[config.mk]
export PLATFORM = sky130hd
export DESIGN_NAME = button_conditioner_flat
export DESIGN_NICKNAME = d
export VERILOG_FILES = /design/src/rtl/button_conditioner_if.sv /design/src/rtl/button_conditioner.sv /design/src/flat_wrapper.sv
export SDC_FILE = /design/constraint.sdc
export NUM_CORES = 1
export LEC_CHECK = 0
export CORE_AREA = 4 4 41 43
export DETAILED_ROUTE_END_ITERATION = 6
export DIE_AREA = 0 0 45 47
export PLACE_DENSITY = 0.71
export SYNTH_ARGS = -nofsm -noshare
export SYNTH_HDL_FRONTEND = slang
export SYNTH_SLANG_ARGS = --single-unit
[constraint.sdc]
create_clock -name clk -period 2.94 [get_ports clk]
set_input_delay 0.588 -clock clk [delete_from_list [all_inputs] [get_ports clk]]
set_output_delay 0.588 -clock clk [all_outputs]
set_load 0.01 [all_outputs]
[src/rtl/button_conditioner_if.sv]
// Bundle of per-channel button signals between the board pins and the game logic.
// The conditioner takes the slave side; whoever supplies raw presses takes the master side.
interface button_conditioner_if #(
  parameter int N_CH = 2
);
  logic [N_CH-1:0] press;
  logic [N_CH-1:0] pull;
  logic [N_CH-1:0] held;
  logic [N_CH-1:0] rel;

  modport master (output press, input pull, input held, input rel);
  modport slave  (input press, output pull, output held, output rel);
endinterface

[src/rtl/button_conditioner.sv]
// Multi-channel push-button front end: synchroniser, debouncer, press/release strobes
// and an optional auto-repeat train while a button is held.
module button_conditioner #(
  parameter int N_CH            = 2,
  parameter int SYNC_STAGES     = 2,
  parameter int DEBOUNCE_CYCLES = 4,
  parameter int REPEAT_EN       = 0,
  parameter int REPEAT_DELAY    = 16,
  parameter int REPEAT_PERIOD   = 4
) (
  input  logic clk,
  input  logic reset,
  button_conditioner_if.slave btn
);

  localparam int DW   = $clog2(DEBOUNCE_CYCLES + 1);
  localparam int RMAX = (REPEAT_DELAY > REPEAT_PERIOD) ? REPEAT_DELAY : REPEAT_PERIOD;
  localparam int RW   = $clog2(RMAX + 1);

  localparam logic [DW-1:0] DLAST  = DW'(DEBOUNCE_CYCLES - 1);
  localparam logic [RW-1:0] RDLAST = RW'(REPEAT_DELAY - 1);
  localparam logic [RW-1:0] RPLAST = RW'(REPEAT_PERIOD - 1);

  typedef enum logic [1:0] {
    IDLE   = 2'd0,
    DELAY  = 2'd1,
    REPEAT = 2'd2
  } rptState_e;

  logic [N_CH-1:0] pullVec;
  logic [N_CH-1:0] heldVec;
  logic [N_CH-1:0] relVec;

  genvar ch;
  generate
    for (ch = 0; ch < N_CH; ch++) begin : gChan
      logic [SYNC_STAGES-1:0] syncQ, syncD;
      logic [DW-1:0]          dcntQ, dcntD;
      logic                   heldQ, heldD;
      logic                   pullQ, pullD;
      logic                   relQ, relD;
      rptState_e              stateQ, stateD;
      logic [RW-1:0]          rcntQ, rcntD;
      logic                   sOut;
      logic                   rise;
      logic                   fall;
      logic                   tick;

      assign sOut = syncQ[SYNC_STAGES-1];

      always_comb begin
        syncD[0] = btn.press[ch];
        for (int i = 1; i < SYNC_STAGES; i++) begin
          syncD[i] = syncQ[i-1];
        end
      end

      // held only moves after DEBOUNCE_CYCLES consecutive disagreeing samples
      always_comb begin
        dcntD = dcntQ;
        heldD = heldQ;
        rise  = 1'b0;
        fall  = 1'b0;
        if (sOut == heldQ) begin
          dcntD = '0;
        end else if (dcntQ == DLAST) begin
          heldD = sOut;
          dcntD = '0;
          rise  = sOut;
          fall  = ~sOut;
        end else begin
          dcntD = dcntQ + DW'(1);
        end
      end

      // A release always wins over a coinciding repeat terminal count
      always_comb begin
        stateD = stateQ;
        rcntD  = rcntQ;
        tick   = 1'b0;
        if (fall) begin
          stateD = IDLE;
          rcntD  = '0;
        end else begin
          case (stateQ)
            IDLE: begin
              if (rise && (REPEAT_EN != 0)) begin
                stateD = DELAY;
                rcntD  = '0;
              end
            end
            DELAY: begin
              if (rcntQ == RDLAST) begin
                tick   = 1'b1;
                rcntD  = '0;
                stateD = REPEAT;
              end else begin
                rcntD = rcntQ + RW'(1);
              end
            end
            REPEAT: begin
              if (rcntQ == RPLAST) begin
                tick  = 1'b1;
                rcntD = '0;
              end else begin
                rcntD = rcntQ + RW'(1);
              end
            end
            default: begin
              stateD = IDLE;
              rcntD  = '0;
            end
          endcase
        end
      end

      assign pullD = rise | tick;
      assign relD  = fall;

      always_ff @(posedge clk) begin
        if (reset) begin
          syncQ  <= '0;
          dcntQ  <= '0;
          heldQ  <= 1'b0;
          pullQ  <= 1'b0;
          relQ   <= 1'b0;
          stateQ <= IDLE;
          rcntQ  <= '0;
        end else begin
          syncQ  <= syncD;
          dcntQ  <= dcntD;
          heldQ  <= heldD;
          pullQ  <= pullD;
          relQ   <= relD;
          stateQ <= stateD;
          rcntQ  <= rcntD;
        end
      end

      assign pullVec[ch] = pullQ;
      assign heldVec[ch] = heldQ;
      assign relVec[ch]  = relQ;
    end
  endgenerate

  assign btn.pull = pullVec;
  assign btn.held = heldVec;
  assign btn.rel  = relVec;

endmodule
[src/flat_wrapper.sv]
// flat-port wrapper written by rule: the top's interface ports become plain ports
module button_conditioner_flat 
#(
  parameter int N_CH            = 2,
  parameter int SYNC_STAGES     = 2,
  parameter int DEBOUNCE_CYCLES = 4,
  parameter int REPEAT_EN       = 0,
  parameter int REPEAT_DELAY    = 16,
  parameter int REPEAT_PERIOD   = 4
)
  (clk, reset, btn_press, btn_pull, btn_held, btn_rel);
  button_conditioner_if #(.N_CH(N_CH)) btn_i ();
  input  logic clk;
  input  logic reset;
  input wire logic [$bits(btn_i.press)-1:0] btn_press;
  output wire logic [$bits(btn_i.pull)-1:0] btn_pull;
  output wire logic [$bits(btn_i.held)-1:0] btn_held;
  output wire logic [$bits(btn_i.rel)-1:0] btn_rel;
  assign btn_i.press = btn_press;
  assign btn_pull = btn_i.pull;
  assign btn_held = btn_i.held;
  assign btn_rel = btn_i.rel;
  button_conditioner #(.N_CH(N_CH), .SYNC_STAGES(SYNC_STAGES), .DEBOUNCE_CYCLES(DEBOUNCE_CYCLES), .REPEAT_EN(REPEAT_EN), .REPEAT_DELAY(REPEAT_DELAY), .REPEAT_PERIOD(REPEAT_PERIOD)) u_core (.clk(clk), .reset(reset), .btn(btn_i));
endmodule
Word-level counts from Yosys, hierarchy flattened
Cells that the tools add are included.
{ "totals": {"ff_bits": 30, "in_bits": 4, "word_cells": 78} }
{ "op_classes": {"add_sub_neg": 4, "eq_ne": 14, "n_mux": 26, "bitwise": 8, "reduce_logical": 12} }
{ "ops": {"columns": ["operator", "count"], "rows": [
  ["$pmux W5 S3", 2],
  ["$mux W5", 4],
  ["$mux W1", 14],
  ["$add A5 B1 Y5 const B", 2],
  ["$eq A5 B2 Y1 const B", 2],
  ["$eq A5 B4 Y1 const B", 2],
  ["$pmux W2 S2", 2],
  ["$reduce_and A2 Y1", 4],
  ["$reduce_or A2 Y1", 4],
  ["$add A3 B1 Y3 const B", 2],
  ["$eq A3 B2 Y1 const B", 2],
  ["$not A1 Y1", 6],
  ["$reduce_or A3 Y1", 2],
  ["$eq A2 B1 Y1 const B", 2],
  ["$eq A2 B2 Y1 const B", 2],
  ["$logic_not A2 Y1", 2],
  ["$mux W2", 2],
  ["$ne A2 B1 Y1 const B", 2],
  ["$pmux W1 S2", 2],
  ["$eq A1 B1 Y1", 2],
  ["$or A1 B1 Y1", 2]
]} }

Longest topological paths before layout
Gate-level depths: netlist of run 1.
{ "logic_depth": {"word_depth": 5, "mapped_depth": 4, "mapped_depth_nobuf": 4} }

Worst setup path after synthesis of run 1
No wires, ideal clock.
{ "synth_timing": {"path_type": "flip-flop to output port", "from": "reg u_core.gChan[0].heldQ", "to": "out btn_held[0]", "t_arrival_ns": 0.486, "required_time_ns": 2.352, "path_slack_ns": 1.866, "stages_incl_launch_ff": 2, "n_path_buf": 1, "cell_sequence": "dfxtp_1 > buf_4"} }
{ "synth_lines": {"columns": ["element", "line_no", "source"], "rows": [
  ["start, declared", "button_conditioner.sv:39", "logic heldQ, heldD;"],
  ["start signal, assigned", "button_conditioner.sv:132", "heldQ <= heldD;"],
  ["end, declared", "flat_wrapper.sv:17", "output wire logic [$bits(btn_i.held)-1:0] btn_held;"]
]} }
No word-level cell between the ends.

Worst setup path in the final report of run 1
{ "layout_timing": {"from": "reg u_core.gChan[0].heldQ", "to": "out btn_held[0]"} }
No word-level cell between the ends.

==> flow_summary.yaml, run 1 <==
run_status:
  status: "finished, final reports clean"
clock_network:
  cts_setup_buffers: 0
  cts_buffers: 3
  clockBufferDepth: 2
  post_cts_resize_count: 0
  htree_levels: 1
  ctsHoldBuffers: 0
  cts_tree: "done"
  clk_pin_slew_ps: 90
  clk-insertion-delay-late_ps: 280
  root_buffer: "clkbuf_4"
  cts.sinks: 16
grt:
  antenna_found_initial: 0
  grt_max_degree: 17
  grt_pass1_vias: 275
  grt_overflow: 0
  grtUsageTotal_pct: 8.06
  grt_pass1_wl_mm: 1.13
yosys:
  netlist_area_um2: 619
  syn_area_per_cell_um2: 12.6
  ys_seq_area_share_pct: 51.7
  synthCells: 49
  synthesis.nets: 57
  ys_ff_latch: 16
  yosys_warnings: 0
  synth.distinct_cells: 12
final_layout:
  diodes: 0
  final_core_utilization_pct: 54.4
  drive_gt1_share_pct: 25.5
  fin_cells: 70
  multi_input_area_um2: 235
  finalNetCount: 64
  seq_area_um2: 320
  syn2layout_area_growth_pct: 14.3
  final_area_um2: 708
  nFillCells: 129
setup_path:
  critPathMaxStageDelay_ps: 570
  worstSetupEndpointType: "output pin"
  critPathSlowestCell: "clkdlybuf4s50_1"
  critPathRequiredTime_ps: 2350
  critical_path.top_delay_family: "buffers and inverters"
  cp_cell_sequence: "clkdlybuf4s50_1"
  cp.arrival_ps: 1260
  path_max_fanout: 5
  crit_type: "flop to output pin"
  critPathBufInv: 1
  worst_setup_path_start_kind: "flop"
route:
  drc: 0
  vias: 319
  ant_nets: 0
  firstDrtPassIters: 1
  drt_iter0_drc: 0
  via_per_inst: 4.56
  wl_per_cell_um: 9.80
  routed_wl_um: 686
floorplanning:
  die_y_um: 47
  core-area_mm2: 0.00130
  die-area_mm2: 0.00212
  die_width_um: 45
  initial_core_util_pct: 47.6
  design.portCount: 10
  rows: 13
run:
  maxCapViolCount: 0
timing:
  clock.fmax_mhz: 541
  setup_tns_ps: 0
  drv_slew: 0
  finalHoldViolCount: 0
  whs_ps: 437
  clock_skew_ps: 1.28
  fin_crit_ps: 1850
  fin_crit_sh_pct: 62.9
  grt_setup_unrepaired: "no"
  worst_slew_pin_slew_ps: 487
  setup_viol: 0
  maxSlewHeadroom_pct: 67.4
placement:
  portBuffers: 9
  gp_congestion: 0.592
  dpl.hpwl_um: 481
  placed_cell_area_um2: 672
  dp_cells: 66
power:
  ir_worst_vdd_mv: 0.269
  power.density_mw_per_mm2: 527
  p_leak_uw: 0.000267
hold_path:
  hold_path_class: "flop to flop"
==> logic make-up after synthesis <==
family / after synthesis / synth area share (%)
xor gates and xnor gates: 2 / 2.83
adders and majority gates: 4 / 8.08
buffers and inverters: 9 / 10.3
DFF: 16 / 51.7
muxes: 2 / 3.23
and+or+nand+nor: 16 / 23.8
==> worst register-to-register path: stages, from the launching register on <==
cell and delay [ps]:
dfxtp_1 350, ha_1 150, ha_1 280, mux2i_1 220, nor2_1 50
==> path summary, 6_finish.rpt <==
check,from,end,slack [ps],depth (start not counted)
max reg2reg,u_core.gChan[1].dcntQ[0]$_SDFF_PP0_,u_core.gChan[1].heldQ$_SDFFE_PP0P_,1770,4
min reg2reg,u_core.gChan[0].dcntQ[0]$_SDFF_PP0_,u_core.gChan[0].dcntQ[0]$_SDFF_PP0_,440,1
min,u_core.gChan[0].dcntQ[0]$_SDFF_PP0_,u_core.gChan[0].dcntQ[0]$_SDFF_PP0_,440,1
max,u_core.gChan[0].heldQ$_SDFFE_PP0P_,btn_held[0],1090,1
==> final cells by class <==
| class | instances | area share, % |
|---|---|---|
| Sequential cell | 16 | 45.2 |
| Multi-Input combinational cell | 24 | 33.2 |
| Timing Repair Buffer | 9 | 12.7 |
| Clock buffer | 4 | 5.12 |
| Tap cell | 15 | 2.65 |
| Inverter | 2 | 1.06 |
==> layout by cell type (no fill, tap or decap) <==
master / Yosys / routed
and2b_2: 4 / 4
and4bb_2: 4 / 4
clkbuf_4: 0 / 3
clkbuf_8: 0 / 1
clkdlybuf4s50_1: 0 / 9
dfxtp_1: 16 / 16
ha_1: 4 / 4
inv_1: 2 / 2
mux2i_1: 2 / 2
nor2_1: 2 / 2
nor4_1: 4 / 4
nor4b_2: 2 / 2
xnor2_1: 2 / 2
==> metrics by stage <==
| stage | setup slack (ps) | total power [µW] |
|---|---|---|
| after floorplan | 1870 | 235 |
| after global placement | 1160 | 239 |
| after detailed placement | 1170 | 240 |
| after CTS | 1080 | 381 |
| after global routing | 1040 | 389 |
| final | 1090 | 374 |
==> sequential cells by signal (all words and copies together), names as in the netlist <==
name and flops:
u_core.gChan.dcntQ 6, u_core.gChan.syncQ 4, u_core.gChan.relQ 2, u_core.gChan.heldQ 2, u_core.gChan.pullQ 2
==> cells in the mapped netlist <==
master    instances  area, µm²
dfxtp_1          16        320
buf_4             6       45.0
buf_6             1       11.3
and2b_2           4       35.0
nor2_1            2       7.51
nor4_1            4       25.0
and4bb_2          4       50.1
mux2i_1           2       20.0
inv_1             2       7.51
ha_1              4       50.1
nor4b_2           2       30.0
xnor2_1           2       17.5
==> metal layers <==
metal	wire length, µm	GRT usage, %	share of wire [%]	vias to the layer above
li1	-	-	-	177
met3	28	2.30	4.1	2
met5	0	0	0	-
met4	10	10.5	1.5	0
met1	376	9.60	55	136
met2	270	10.2	39	4
==> power by group <==
part,switching [µW],internal (µW),leakage (µW)
Combinational,4.66,7.94,0.000116
Clock,64.0,75.3,0.0000210
Sequential,1.77,220,0.000130
Total,70.4,303,0.000267
(Power assumes the default switching activity.)
==> run 2: changes to the inputs <==
--- a/config.mk
+++ b/config.mk
@@ -5,10 +5,10 @@
 export SDC_FILE = /design/constraint.sdc
 export NUM_CORES = 1
 export LEC_CHECK = 0
-export CORE_AREA = 4 4 41 43
+export CORE_MARGIN = 4
+export CORE_UTILIZATION = 44
 export DETAILED_ROUTE_END_ITERATION = 6
-export DIE_AREA = 0 0 45 47
-export PLACE_DENSITY = 0.71
+export PLACE_DENSITY = 0.7
 export SYNTH_ARGS = -nofsm -noshare
 export SYNTH_HDL_FRONTEND = slang
 export SYNTH_SLANG_ARGS = --single-unit
==> constraint.sdc (replaced) <==
create_clock -name clk -period 1.6 [get_ports clk]
set_input_delay 0.32 -clock clk [delete_from_list [all_inputs] [get_ports clk]]
set_output_delay 0.32 -clock clk [all_outputs]
set_load 0.01 [all_outputs]
==> run 2 against run 1 <==
Compared with the run above:
- sequential power grew 83%
- design area decreased by 0.53%
- sequential cell count unchanged
- register-to-register slack lost 1300 ps
- total power grew 69%
- critical path type unchanged
- critical endpoint is now btn_held[1]
==> flow_summary.yaml, run 2 (synthesis results as in run 1) <==
clock_network:
  cts_buffers: 3
  clk-insertion-delay-late_ps: 270
  cts_tree: "done"
  clockBufferDepth: 2
  ctsHoldBuffers: 0
  post_cts_resize_count: 0
  htree_levels: 1
  cts_setup_buffers: 0
  root_buffer: "clkbuf_4"
  cts.sinks: 16
  clk_pin_slew_ps: 80
timing:
  setup_viol: 0
  fin_crit_sh_pct: 94.4
  setup_ws_ps: 89.4
  setup_tns_ps: 0
  clock_skew_ps: 0.326
  whs_ps: 436
  finalHoldViolCount: 0
  grt_setup_unrepaired: "no"
  drv_slew: 0
  clock.fmax_mhz: 662
  fin_crit_ps: 1510
  worst_slew_pin_slew_ps: 291
  maxSlewHeadroom_pct: 80.5
grt:
  antenna_found_initial: 0
  grt_overflow: 0
  grtUsageTotal_pct: 9.37
  grt_max_degree: 17
  grt_pass1_wl_mm: 1.26
  grt_pass1_vias: 297
run_status:
  status: "finished, final reports clean"
floorplanning:
  die-area_mm2: 0.00207
  die_width_um: 45.5
  design.portCount: 10
  rows: 13
  initial_core_util_pct: 47.0
  core-area_mm2: 0.00132
  die_y_um: 45.5
final_layout:
  final_cell_mix: "14 x dfxtp_1, 9 x clkdlybuf4s50_1"
  nFillCells: 107
  final_area_um2: 704
  final_common_cell: "dfxtp_1"
  diodes: 0
  drive_gt1_share_pct: 29.1
  largest_reg_flops: 6
  finalNetCount: 65
  syn2layout_area_growth_pct: 13.7
  seq_area_um2: 323
  fin_cells: 70
  multi_input_area_um2: 235
  top_register: "u_core.gChan.dcntQ"
  top_regs: "u_core.gChan.dcntQ x6, u_core.gChan.syncQ x4"
route:
  routed_wl_um: 777
  wl_met2_um: 376
  wl_per_cell_um: 11.1
  highest_layer: "met4"
  ant_nets: 0
  dr_wl_met3_um: 22
  wl_met1_um: 364
  vias: 340
  drc: 0
  firstDrtPassIters: 3
  drt_iter0_drc: 4
  via_per_inst: 4.86
power:
  pwr-share-comb_pct: 4.0
  seq_power_share_pct: 64.6
  power.density_mw_per_mm2: 895
  p_leak_uw: 0.000265
  sw_frac_of_total_pct: 19.6
  clkPwrFrac_pct: 31.4
  ir_worst_vdd_mv: 0.496
  internal_power_uw: 507
  p_switching_uw: 123
setup_path:
  worstSetupEndpointType: "output pin"
  critPathMaxStageDelay_ps: 550
  crit_type: "flop to output pin"
  critPathRequiredTime_ps: 1280
  critical_path.top_delay_family: "buffers and inverters"
  worst_setup_path_start_kind: "flop"
  path_max_fanout: 5
  cp_cell_sequence: "clkdlybuf4s50_1"
  critPathSlowestCell: "clkdlybuf4s50_1"
  cp.arrival_ps: 1190
  critPathBufInv: 1
placement:
  placed_cell_area_um2: 679
  dp_cells: 67
  gp_congestion: 0.603
  portBuffers: 9
  pre_cts_slack_ps: 255
  dpl.hpwl_um: 569
run:
  maxCapViolCount: 0
hold_path:
  hold_path_class: "flop to flop"
-- run 2: path summary, 6_finish.rpt --
kind / from / endpoint / slack (ps) / cells after the start
setup / recovery: u_core.gChan[1].heldQ$_SDFFE_PP0P_ / btn_held[1] / 90 / 1
hold reg to reg: u_core.gChan[0].dcntQ[0]$_SDFF_PP0_ / u_core.gChan[0].dcntQ[0]$_SDFF_PP0_ / 440 / 1
hold / removal: u_core.gChan[0].dcntQ[0]$_SDFF_PP0_ / u_core.gChan[0].dcntQ[0]$_SDFF_PP0_ / 440 / 1
setup reg to reg: u_core.gChan[1].dcntQ[0]$_SDFF_PP0_ / u_core.gChan[1].dcntQ[0]$_SDFF_PP0_ / 440 / 3
-- run 2: final cells by class --
class | count | area share, %
sequential | 16 | 45.8
multi-input combinational | 24 | 33.4
clock buffer | 3 | 3.20
timing repair buffer | 10 | 13.9
tap | 15 | 2.66
inverter | 2 | 1.07
-- run 2: power by group through the flow --
stage,sequential (µW),combinational (µW),clock (µW)
2_1_floorplan,416,16.1,0
3_3_place_gp,417,24.9,0
3_5_place_dp,417,25.7,0
4_1_cts,407,25.9,207
5_1_grt,408,28.1,225
6_report,407,25.5,198
-- run 2: layer usage --
layer / GRT usage (%) / vias to the layer above
met5: 0 / -
met4: 10.5 / 0
li1: - / 177
met2: 13.6 / 4
met3: 3.56 / 2
met1: 9.54 / 157
-- run 2: stage by stage --
step                power [µW]  util [%]
floorplan                  432         -
global placement           442      51.6
detailed placement         442      51.6
CTS                        640      53.3
global route               662      53.5
finish                     631      53.5
